===== src/rtl/multicycle_ctrl.sv =====
// Multi-cycle RV32I control sequencer: walks each instruction through
// fetch/decode/execute/memory/writeback states over a shared memory and ALU.
module multicycle_ctrl #(
    parameter bit          MEM_HANDSHAKE  = 1'b1,
    parameter int unsigned TIMEOUT_CYCLES = 255
) (
    input  logic       clk,
    input  logic       rst,
    input  logic [6:0] op,
    input  logic       branch_taken,
    input  logic       mem_ready,
    output logic       mem_req,
    output logic       MemWrite,
    output logic       AdrSrc,
    output logic       IRWrite,
    output logic       PCWrite,
    output logic       RegWrite,
    output logic [1:0] ALUSrcA,
    output logic [1:0] ALUSrcB,
    output logic [1:0] ALUOp,
    output logic [1:0] ResultSrc,
    output logic [2:0] imm_sel,
    output logic       instr_retired,
    output logic       trap,
    output logic [3:0] state
);

    localparam int unsigned CNT_W = 8;

    localparam logic [6:0] OP_LOAD   = 7'b0000011;
    localparam logic [6:0] OP_STORE  = 7'b0100011;
    localparam logic [6:0] OP_RTYPE  = 7'b0110011;
    localparam logic [6:0] OP_ITYPE  = 7'b0010011;
    localparam logic [6:0] OP_BRANCH = 7'b1100011;
    localparam logic [6:0] OP_JAL    = 7'b1101111;
    localparam logic [6:0] OP_JALR   = 7'b1100111;
    localparam logic [6:0] OP_LUI    = 7'b0110111;
    localparam logic [6:0] OP_AUIPC  = 7'b0010111;

    typedef enum logic [3:0] {
        S_FETCH    = 4'd0,
        S_DECODE   = 4'd1,
        S_MEMADR   = 4'd2,
        S_MEMREAD  = 4'd3,
        S_MEMWB    = 4'd4,
        S_MEMWRITE = 4'd5,
        S_EXECR    = 4'd6,
        S_ALUWB    = 4'd7,
        S_EXECI    = 4'd8,
        S_JAL      = 4'd9,
        S_BRANCH   = 4'd10,
        S_JALR     = 4'd11,
        S_LINK     = 4'd12,
        S_UPPER    = 4'd13,
        S_TRAP     = 4'd15
    } state_t;

    state_t             r_state;
    state_t             w_next;
    logic [CNT_W-1:0]   r_cnt;

    logic       w_ready;
    logic       w_mem_state;
    logic       w_wait;
    logic       w_timeout;

    logic       w_mem_req, w_mem_write, w_adr_src, w_ir_write, w_pc_write, w_reg_write;
    logic [1:0] w_src_a, w_src_b, w_alu_op, w_result_src;
    logic [2:0] w_imm_sel;
    logic       w_retired, w_trap;

    // Handshake can be disabled at build time for single-cycle memories.
    assign w_ready     = MEM_HANDSHAKE ? mem_ready : 1'b1;
    assign w_mem_state = (r_state == S_FETCH) || (r_state == S_MEMREAD) || (r_state == S_MEMWRITE);
    assign w_wait      = w_mem_state && !w_ready;
    assign w_timeout   = (TIMEOUT_CYCLES != 0) && w_wait
                         && (r_cnt == CNT_W'(TIMEOUT_CYCLES - 1));

    always_ff @(posedge clk or posedge rst) begin
        if (rst) begin
            r_state <= S_FETCH;
            r_cnt   <= '0;
        end else begin
            r_state <= w_next;
            if (w_wait && !w_timeout) begin
                r_cnt <= r_cnt + CNT_W'(1);
            end else begin
                r_cnt <= '0;
            end
        end
    end

    // Next-state and per-state control decode.
    always_comb begin
        w_next       = r_state;
        w_mem_req    = 1'b0;
        w_mem_write  = 1'b0;
        w_adr_src    = 1'b0;
        w_ir_write   = 1'b0;
        w_pc_write   = 1'b0;
        w_reg_write  = 1'b0;
        w_src_a      = 2'b00;
        w_src_b      = 2'b00;
        w_alu_op     = 2'b00;
        w_result_src = 2'b00;
        w_imm_sel    = 3'b000;
        w_retired    = 1'b0;
        w_trap       = 1'b0;

        case (r_state)
            S_FETCH: begin
                w_mem_req    = 1'b1;
                w_src_b      = 2'b10;
                w_result_src = 2'b10;
                if (w_timeout) begin
                    w_next = S_TRAP;
                end else if (w_ready) begin
                    w_ir_write = 1'b1;
                    w_pc_write = 1'b1;
                    w_next     = S_DECODE;
                end
            end
            S_DECODE: begin
                // Branch target is precomputed here; JAL needs the J immediate.
                w_src_a   = 2'b01;
                w_src_b   = 2'b01;
                w_imm_sel = (op == OP_JAL) ? 3'b100 : 3'b010;
                case (op)
                    OP_LOAD, OP_STORE: w_next = S_MEMADR;
                    OP_RTYPE:          w_next = S_EXECR;
                    OP_ITYPE:          w_next = S_EXECI;
                    OP_BRANCH:         w_next = S_BRANCH;
                    OP_JAL:            w_next = S_JAL;
                    OP_JALR:           w_next = S_JALR;
                    OP_LUI, OP_AUIPC:  w_next = S_UPPER;
                    default:           w_next = S_TRAP;
                endcase
            end
            S_MEMADR: begin
                w_src_a   = 2'b10;
                w_src_b   = 2'b01;
                w_imm_sel = op[5] ? 3'b001 : 3'b000;
                w_next    = op[5] ? S_MEMWRITE : S_MEMREAD;
            end
            S_MEMREAD: begin
                w_mem_req = 1'b1;
                w_adr_src = 1'b1;
                if (w_timeout) begin
                    w_next = S_TRAP;
                end else if (w_ready) begin
                    w_next = S_MEMWB;
                end
            end
            S_MEMWB: begin
                w_result_src = 2'b01;
                w_reg_write  = 1'b1;
                w_retired    = 1'b1;
                w_next       = S_FETCH;
            end
            S_MEMWRITE: begin
                w_mem_req   = 1'b1;
                w_mem_write = 1'b1;
                w_adr_src   = 1'b1;
                if (w_timeout) begin
                    w_next = S_TRAP;
                end else if (w_ready) begin
                    w_retired = 1'b1;
                    w_next    = S_FETCH;
                end
            end
            S_EXECR: begin
                w_src_a  = 2'b10;
                w_alu_op = 2'b10;
                w_next   = S_ALUWB;
            end
            S_EXECI: begin
                w_src_a  = 2'b10;
                w_src_b  = 2'b01;
                w_alu_op = 2'b10;
                w_next   = S_ALUWB;
            end
            S_ALUWB: begin
                w_reg_write = 1'b1;
                w_retired   = 1'b1;
                w_next      = S_FETCH;
            end
            S_BRANCH: begin
                w_src_a    = 2'b10;
                w_alu_op   = 2'b01;
                w_pc_write = branch_taken;
                w_retired  = 1'b1;
                w_next     = S_FETCH;
            end
            S_JAL: begin
                // Jump to precomputed target while ALU forms the link value.
                w_src_a    = 2'b01;
                w_src_b    = 2'b10;
                w_imm_sel  = 3'b100;
                w_pc_write = 1'b1;
                w_next     = S_ALUWB;
            end
            S_JALR: begin
                w_src_a      = 2'b10;
                w_src_b      = 2'b01;
                w_result_src = 2'b10;
                w_pc_write   = 1'b1;
                w_next       = S_LINK;
            end
            S_LINK: begin
                w_src_a      = 2'b01;
                w_src_b      = 2'b10;
                w_result_src = 2'b10;
                w_reg_write  = 1'b1;
                w_retired    = 1'b1;
                w_next       = S_FETCH;
            end
            S_UPPER: begin
                w_src_a   = 2'b01;
                w_src_b   = 2'b01;
                w_imm_sel = 3'b011;
                w_alu_op  = op[5] ? 2'b11 : 2'b00;
                w_next    = S_ALUWB;
            end
            S_TRAP: begin
                w_trap = 1'b1;
            end
            default: begin
                w_next = S_TRAP;
            end
        endcase
    end

    // Reset forces every output low immediately, including mid-access.
    assign mem_req       = w_mem_req    & ~rst;
    assign MemWrite      = w_mem_write  & ~rst;
    assign AdrSrc        = w_adr_src    & ~rst;
    assign IRWrite       = w_ir_write   & ~rst;
    assign PCWrite       = w_pc_write   & ~rst;
    assign RegWrite      = w_reg_write  & ~rst;
    assign ALUSrcA       = rst ? 2'b00  : w_src_a;
    assign ALUSrcB       = rst ? 2'b00  : w_src_b;
    assign ALUOp         = rst ? 2'b00  : w_alu_op;
    assign ResultSrc     = rst ? 2'b00  : w_result_src;
    assign imm_sel       = rst ? 3'b000 : w_imm_sel;
    assign instr_retired = w_retired    & ~rst;
    assign trap          = w_trap       & ~rst;
    assign state         = rst ? 4'd0   : r_state;

endmodule


===== config.mk =====
export PLATFORM = sky130hd
export DESIGN_NAME = multicycle_ctrl
export DESIGN_NICKNAME = d
export VERILOG_FILES = /design/src/rtl/multicycle_ctrl.sv
export SDC_FILE = /design/constraint.sdc
export NUM_CORES = 1
export LEC_CHECK = 0
export BUFFER_PORTS_ARGS = -buffer_cell sky130_fd_sc_hd__buf_4
export CORE_MARGIN = 3
export CORE_UTILIZATION = 30
export CTS_CLUSTER_DIAMETER = 30
export DETAILED_ROUTE_END_ITERATION = 10
export HOLD_SLACK_MARGIN = 0.1
export REMOVE_ABC_BUFFERS = 1
export SYNTH_ARGS = -nofsm -noshare
export SYNTH_HDL_FRONTEND = slang
export SYNTH_SLANG_ARGS = --single-unit

===== constraint.sdc =====
create_clock -name clk -period 1.55 [get_ports clk]
set_input_delay 0.155 -clock clk [delete_from_list [all_inputs] [get_ports clk]]
set_output_delay 0.155 -clock clk [all_outputs]
set_load 0.02 [all_outputs]

==> Word level (Yosys, flattened, before mapping) <==
Index checks and enable logic that the tools add are counted.
{ "word_totals": {"ff_bits": 12, "latchBits": 0, "ramBits": 0, "romBits": 0, "inputBits": 11, "out_inout_bits": 23, "wordCells": 97, "n_memories": 0} }
{ "op_classes": {"addsub": 1, "multipliers": 0, "n_div": 0, "order_cmp": 0, "eq_ne": 27, "n_shift": 0, "mux": 34, "bitwise_logic": 10, "reduce_logical": 23} }
{ "ops": {"columns": ["operator", "count"], "rows": [
  ["case mux 4 bit (9 select lines)", 1],
  ["equality test 4 bit (second input constant)", 7],
  ["two-way mux 4 bit", 7],
  ["case mux 4 bit (7 select lines)", 1],
  ["equality test 7 x 6 -> 1 bit (second input constant)", 3],
  ["equality test 7 bit (second input constant)", 3],
  ["equality test 4 x 3 -> 1 bit (second input constant)", 4],
  ["equality test 7 x 5 -> 1 bit (second input constant)", 2],
  ["case mux 2 bit (2 select lines)", 3],
  ["case mux 3 bit (4 select lines)", 1],
  ["OR reduction 3 bit", 4],
  ["OR reduction 4 bit", 3],
  ["two-way mux 2 bit", 5],
  ["OR reduction 2 bit", 5],
  ["OR reduction 5 bit", 2],
  ["two-way mux 1 bit", 9],
  ["two-way mux 3 bit", 3],
  ["inequality test 3 bit (second input constant)", 3],
  ["adder 8 x 1 -> 8 bit (second input constant)", 1],
  ["AND 1 bit", 8],
  ["equality test 4 x 2 -> 1 bit (second input constant)", 2],
  ["equality test 8 bit (second input constant)", 1],
  ["two-way mux 8 bit", 1],
  ["equality test 7 x 2 -> 1 bit (second input constant)", 1],
  ["other kinds (10)", 15]
]} }

==> Longest topological paths before layout <==
Gate-level depths: netlist of run 1.
{ "depth": {"ltp_word": 8, "mapped_depth": 7, "mapped_depth_nobuf": 7} }

==> Least setup slack after synthesis of run 1 <==
Ideal clock, no wire load.
{ "synth_path": {"path_type": "register to output", "from": "register r_state[2]", "to": "output imm_sel[2]", "arrival_time_ns": 1.485, "required_ns": 1.395, "path_slack_ns": -0.090, "stages_incl_launch_ff": 4, "path_buffers": 2, "path_cell_list": "dfrtp_1 -> buf_6 -> buf_4 -> nor4_1"} }
{ "synth_via": {"elab_chain_len": 3, "elab_cells_between_ends": 6, "classes_between": "eq/ne: 4; mux: 2"} }
{ "synth_rtl": {"columns": ["item", "line", "source"], "rows": [
  ["start: declaration", "58", "state_t r_state;"],
  ["start signal: assignment", "84", "r_state <= w_next;"],
  ["equality test 4 bit (tied with other cells)", "110", "case (r_state)"],
  ["case mux 3 bit (4 select lines) *", "110", null],
  ["two-way mux 3 bit *", "244", "assign imm_sel = rst ? 3'b000 : w_imm_sel;"],
  ["end: declaration", "22", "output logic [2:0] imm_sel,"]
]} }
Every way passes the cells marked *; elsewhere a longest branch is shown, timed or not.

==> Worst setup path after layout of run 1 <==
{ "layout_path": {"from": "register r_state[2]", "to": "output ALUOp[1]"} }
{ "layout_via": {"elab_chain_len": 4, "elab_cells_between_ends": 7, "classes_between": "eq/ne: 4; mux: 2; reduce/logical: 1"} }
{ "layout_rtl": {"columns": ["item", "line", "source"], "rows": [
  ["equality test 4 bit or equality test 4 x 3 -> 1 bit (tied branches)", "110", null],
  ["OR reduction 2 bit (no source line)", null, null],
  ["case mux 2 bit (3 select lines) *", "110", null],
  ["two-way mux 2 bit *", "242", "assign ALUOp = rst ? 2'b00 : w_alu_op;"],
  ["end: declaration", "20", "output logic [1:0] ALUOp,"]
]} }
Marked as above.

==> impl_metrics.json, run 1 <==
{
  "status": "finished, violations left",
  "violations": "setup timing",
  "start_kind": "flop",
  "fin_crit_sh_pct": 109.1,
  "rsz0062_at_grt": "yes",
  "ys_ff_latch": 12,
  "antenna_found_initial": 0,
  "dp_hpwl_um": 2535,
  "num_rows": 22,
  "ys_types": 51,
  "max_freq_mhz": 591.5,
  "cellLeakagePower_nw": 0.9421,
  "fin_cells": 283,
  "grt_max_degree": 33,
  "grt_pass1_wl_um": 6368,
  "synth_compound_area_share_pct": 21.37,
  "critPathRequiredTime_ns": 1.39,
  "grt_use_met3_pct": 2.983,
  "drive_gt1_share_pct": 45.96,
  "io-pin-count": 34,
  "critPathKind": "reg2out",
  "setup_violations": 19,
  "min_path_type": "in2reg",
  "die-area_sq_um": 5009,
  "synthSimpleGateAreaFrac_pct": 38.87,
  "tightest_slew_ns": 0.2379,
  "hold_slack_ns": 0.2943,
  "cp_slowest_cell": "dfrtp_1",
  "grt_pass1_vias": 1381,
  "finalWeightedCongestion": 0.8282,
  "vias": 1441,
  "portBuffers": 33,
  "wl_per_cell_um": 13.02,
  "cap_viol_max_count": 0,
  "place_ws_ns": 0.004331,
  "synthTopCellsByCount": "nor2_1, a21oi_1, dfrtp_1",
  "clockBufferDepth": 2,
  "finalMaxSlewViolations": 0,
  "setup_slack_ns": -0.1408,
  "synth.avg_cell_area_sq_um": 7.361,
  "powerDensity_nw_per_um2": 343.1,
  "clk_pin_slew_ns": 0.05,
  "cts_buffers": 3,
  "syn_to_final_growth_pct": 60.83,
  "drt_iter0_drc": 47,
  "diodes": 0,
  "clock-root-buffer": "clkbuf_8",
  "finalHoldViolations": 0,
  "synth_area_leaders": "dfrtp_1, nor2_1, a21oi_1, nor2b_1, xor2_1",
  "met1_usage_pct": 20.14,
  "min_period_ns": 1.691,
  "yosysWarnings": 0,
  "wirelength_um": 3686,
  "cts_sinks": 12,
  "avgViaCountPerCell": 5.092,
  "seq_area_frac_synth_pct": 23.86,
  "ys.flop_type": "dfrtp_1",
  "syn-instance-count": 171,
  "fillers": 383,
  "met2_usage_pct": 25.13,
  "peakVddDrop_uv": 201.1,
  "place_inst": 264,
  "crit_arrival_ns": 1.54,
  "drc": 0,
  "dieWidth_um": 70.78,
  "htree_levels": 1,
  "dr.pass1.iters": 4,
  "die_h_um": 70.78,
  "post-synth-top-count-cell": "nor2_1",
  "worstPathCellList": "buf_12, nand2b_4, or3b_4, a21oi_2, buf_6",
  "overflow": 0,
  "async_reset_ff_share_pct": 100.0,
  "critPathMaxStageDelay_ns": 0.41,
  "synthAdderAreaFrac_pct": 1.988,
  "skew_ns": 0.002650,
  "synthMuxAreaShare_pct": 0.7952,
  "synth_top_family_by_area": "simple AND/OR/NAND/NOR gates",
  "core_area_sq_um": 3854,
  "cp_max_fo": 6,
  "initial_core_util_pct": 32.66,
  "grt_use_total_pct": 15.28,
  "synth_top_area_share_pct": 23.86,
  "endpoint_kind": "output pin",
  "ant_nets": 0,
  "grt.busiest_layer": "met2",
  "syn_area_sq_um": 1259,
  "synth_xor_area_share_pct": 5.567,
  "fin_nets": 250,
  "clock_latency_ns": 0.24,
  "slew-limit-headroom_pct": 83.99,
  "synth.largest_area_cell": "dfrtp_1",
  "cts_tree": "built",
  "synth_edf_count": 0
}
## path summary, 6_finish.rpt
kind                                   startpoint                     end  slack, ns  depth (start not counted)
max                        r_state[2]$_DFFE_PP0P_                ALUOp[1]      -0.14                          5
min                                         op[0]  r_state[2]$_DFFE_PP0P_       0.29                          4
max reg2reg                    r_cnt[0]$_DFF_PP0_      r_cnt[7]$_DFF_PP0_       0.04                          8
min reg2reg                    r_cnt[1]$_DFF_PP0_      r_cnt[1]$_DFF_PP0_       0.53                          2
max in group asynchronous                     rst  r_state[1]$_DFFE_PP0P_       0.75                          4
min in group asynchronous                     rst  r_state[0]$_DFFE_PP0P_       0.63                          4
## per-layer routing
layer	vias to the layer above	wire, um
met5	-	0
met4	0	59
met3	8	184
met2	34	1760
met1	663	1682
li1	736	-
## critical path, delay by kind of cell (launching register included)
family / cells / cell delay, ns
flops: 1 / 0.41
simple gates: 2 / 0.46
compound gates: 1 / 0.15
buf+inv: 2 / 0.28
## timing repair
item / in CTS / in global routing
pin swaps: 12 / 10
hold buffers: 1 / 0
gates resized for setup: 22 / 14
endpoints found under the hold margin: 12 / 0
setup endpoints to repair: 19 / 31
buffers inserted: 11 / 4
## cell usage in the layout, fill, tap and decap left out, drive strengths merged, types with 2 or more instances in the layout
master and instances:
o21ai 9, xnor2 3, a32oi 2, nor2 30, nand2b 6, a21boi 2, buf 74, a211oi 2
ha 2, a2bb2oi 3, nand4b 2, nand3 8, nor4 2, and2b 2, or3b 2, clkbuf 3
nand2 13, and3 6, dfrtp 12, nor3 6, xor2 5, a21oi 12, inv 3, nor2b 9
nor3b 2
## area by class of cell
class                           count  area [sq um]  share of cell area (%)
Multi-Input combinational cell    142         965.9                   47.71
Sequential cell                    12         302.8                   14.96
Clock buffer                        3         41.29                   2.040
Timing Repair Buffer               75         643.1                   31.77
Tap cell                           48         60.06                   2.967
Inverter                            3         11.26                  0.5562
## stage by stage
stage	area (sq um)	TNS, ns	total power [mW]	util [%]
2_1_floorplan	1175	-2.299	0.3542	-
3_3_place_gp	1715	0	0.4091	44.51
3_5_place_dp	1715	0	0.4086	44.51
4_1_cts	1943	-1.636	0.7027	50.42
5_1_grt	2024	-4.014	0.7329	52.53
6_report	2024	-1.687	0.6946	52.53
## state kept, by name (all words and copies together), names as in the netlist
signal and cells:
r_state 4, r_cnt 8
## report_power, final
part	leakage, nW	switching, mW	total (mW)	internal [mW]
Combinational	0.774	0.0533	0.0965	0.0432
Clock	0.0216	0.113	0.284	0.171
Sequential	0.146	0	0.314	0.314
Total	0.942	0.167	0.695	0.528
## cell families (layout without fill, tap and decap cells)
kind of cell,count (synthesis),count (layout)
AO/OA/AOI/OAI,41,41
XOR/XNOR,8,8
adder cells (fa/ha/maj),2,2
buffers and inverters,17,81
flip-flops,12,12
multiplexers,1,1
AND/OR/NAND/NOR,90,90
(Power assumes the default switching activity.)
==> run 2, diff against run 1 <==
REMOVE_ABC_BUFFERS = default   (was 1)
==> run 2 against run 1 <==
Compared with the run above: the run still ends with setup timing left; worst hold slack improved by 0.079 ns; sequential power about the same; clock power increased by 21%; final cell count unchanged; routed wire length up 20%; via count rose by 5.3%; non-clock buffer count fell by 2.
==> impl_metrics.json, run 2 (synthesized netlist as in run 1, its figures left out) <==
{
  "hold_slack_ns": 0.3732,
  "met1_usage_pct": 22.02,
  "layout_commonest_cell": "buf_4",
  "wirelength_um": 4416,
  "min_period_ns": 1.756,
  "fin_cells": 283,
  "grt_pass1_wl_um": 6679,
  "vias": 1517,
  "drc": 0,
  "worstRegToRegCells": 7,
  "setup_slack_ns": -0.2057,
  "cts_buffers": 3,
  "skew_ns": 0.002993,
  "rsz0062_at_grt": "yes",
  "pwr-share-clk_pct": 45.6,
  "critPathMaxStageDelay_ns": 0.41,
  "power_frac_seq_pct": 41.4,
  "cts_tree": "built",
  "swShare_pct": 23.38,
  "crit_arrival_ns": 1.86,
  "place_inst": 257,
  "top_register": "r_cnt",
  "p_int_mw": 0.5805,
  "io-pin-count": 34,
  "fin_nets": 249,
  "r2r_end": "r_state[2]$_DFFE_PP0P_",
  "slew-limit-headroom_pct": 75.72,
  "mostFrequentLayoutCells": "buf_4, nor2_1, a21oi_1, dfrtp_1",
  "critPathRequiredTime_ns": 1.66,
  "reg_top3": "r_cnt: 8 flops, r_state: 4 flops",
  "cp_max_fo": 12,
  "fin_util_pct": 56.07,
  "postLayoutCellArea_sq_um": 2161,
  "p_comb_share_pct": 13.1,
  "diodes": 0,
  "critPathKind": "reg2reg",
  "r2r_start": "r_state[2]$_DFFE_PP0P_",
  "violations": "setup timing",
  "clk_pin_slew_ns": 0.06,
  "finalWeightedCongestion": 0.7572,
  "ant_nets": 0,
  "cap_viol_max_count": 0,
  "start_kind": "flop",
  "core_area_sq_um": 3854,
  "antenna_found_initial": 0,
  "portBuffers": 33,
  "worstPathCellList": "buf_4, bufbuf_16, or3_1, a21oi_1, a211oi_1, nor2_1, a22oi_1",
  "die_h_um": 70.78,
  "fillers": 357,
  "cp_slowest_cell": "dfrtp_1",
  "endpoint_kind": "flop",
  "grt_max_degree": 33,
  "avgViaCountPerCell": 5.360,
  "cp-endpoint": "r_state[2]$_DFFE_PP0P_",
  "overflow": 0,
  "peakVddDrop_uv": 378.3,
  "finalHoldViolations": 0,
  "initial_core_util_pct": 32.66,
  "clock_latency_ns": 0.24,
  "max_freq_mhz": 569.6,
  "p_sw_mw": 0.1772,
  "drive_gt1_share_pct": 50.64,
  "min_path_type": "in2reg",
  "regArea_sq_um": 304.0,
  "grt_pass1_vias": 1390,
  "clock-root-buffer": "clkbuf_8",
  "grt.busiest_layer": "met2",
  "clockBufferDepth": 2,
  "tightest_slew_ns": 0.3611,
  "finalMaxSlewViolations": 0,
  "synth_fp_nets": 184,
  "dpl_cell_area_sq_um": 1672,
  "die-area_sq_um": 5009,
  "dr.pass1.iters": 4,
  "num_rows": 22,
  "fin_crit_sh_pct": 113.3,
  "wl_per_cell_um": 15.60,
  "status": "finished, violations left",
  "drt_iter0_drc": 98,
  "syn_to_final_growth_pct": 71.67,
  "multiInputGateArea_sq_um": 1050,
  "dieWidth_um": 70.78,
  "powerDensity_nw_per_um2": 350.6,
  "cts_sinks": 12,
  "htree_levels": 1,
  "cellLeakagePower_nw": 1.001,
  "grt_use_total_pct": 15.95,
  "met2_usage_pct": 24.82,
  "largest_register_ffs": 8,
  "setup_violations": 20,
  "dp_hpwl_um": 2460,
  "crit_path_start": "r_state[2]$_DFFE_PP0P_",
  "grt_use_met3_pct": 2.983,
  "r2r_slack_ns": -0.21
}
## run 2: cell type report
| cell class | count | area share [%] |
|---|---|---|
| flip-flops and latches | 12 | 14.07 |
| inverters | 3 | 0.5211 |
| clock buffers | 4 | 2.548 |
| repair buffers | 73 | 31.50 |
| well taps | 48 | 2.779 |
| multi-input cells | 143 | 48.58 |
## run 2: per-stage QoR
stage               setup TNS [ns]  setup slack [ns]  power, mW
global route                -3.527           -0.2559     0.7850
floorplan                        0           0.01578     0.3617
detailed placement       -0.004879         -0.004879     0.4100
global placement                 0           0.04190     0.4094
CTS                         -1.226           -0.1293     0.7546
finish                      -1.783           -0.2057     0.7577
## run 2: worst min-delay path by stage
stage	startpoint	endpoint	slack, ns	depth (start not counted)
after floorplan	rst	r_cnt[0]$_DFF_PP0_	0.04	1
after global placement	rst	r_state[0]$_DFFE_PP0P_	0.31	3
after detailed placement	rst	r_state[0]$_DFFE_PP0P_	0.31	3
after CTS	mem_ready	r_state[0]$_DFFE_PP0P_	0.33	3
after global routing	op[0]	r_state[2]$_DFFE_PP0P_	0.40	4
final	op[6]	r_state[1]$_DFFE_PP0P_	0.37	4
## run 2: worst max-delay path, delay by kind of cell, from the launching register on
family,cells,cell delay (ns)
compound gates,3,0.32
simple gates,2,0.47
flops,1,0.41
buf+inv,2,0.43
## run 2: metal layers
layer | routed length (um) | part of all wire [%]
met1 | 1913 | 43
met2 | 2224 | 50
met3 | 205 | 4.6
met4 | 72 | 1.6
met5 | 0 | 0
## run 2: power groups by stage
| stage | Combinational (mW) | Clock (mW) | Sequential [mW] |
|---|---|---|---|
| global route | 0.109 | 0.363 | 0.313 |
| finish | 0.0991 | 0.345 | 0.313 |
| floorplan | 0.0427 | 0 | 0.319 |
| detailed placement | 0.0910 | 0 | 0.319 |
| CTS | 0.0944 | 0.347 | 0.313 |
| global placement | 0.0904 | 0 | 0.319 |
## run 2: repair_timing
action | 4_1_cts | 5_1_grt
resized for setup | 19 | 35
pin swaps | 9 | 15
endpoints found under the hold margin | 12 | 0
setup buffers | 7 | 10
gates cloned | 3 | 1
setup endpoints to repair | 20 | 31
hold buffers | 1 | 0
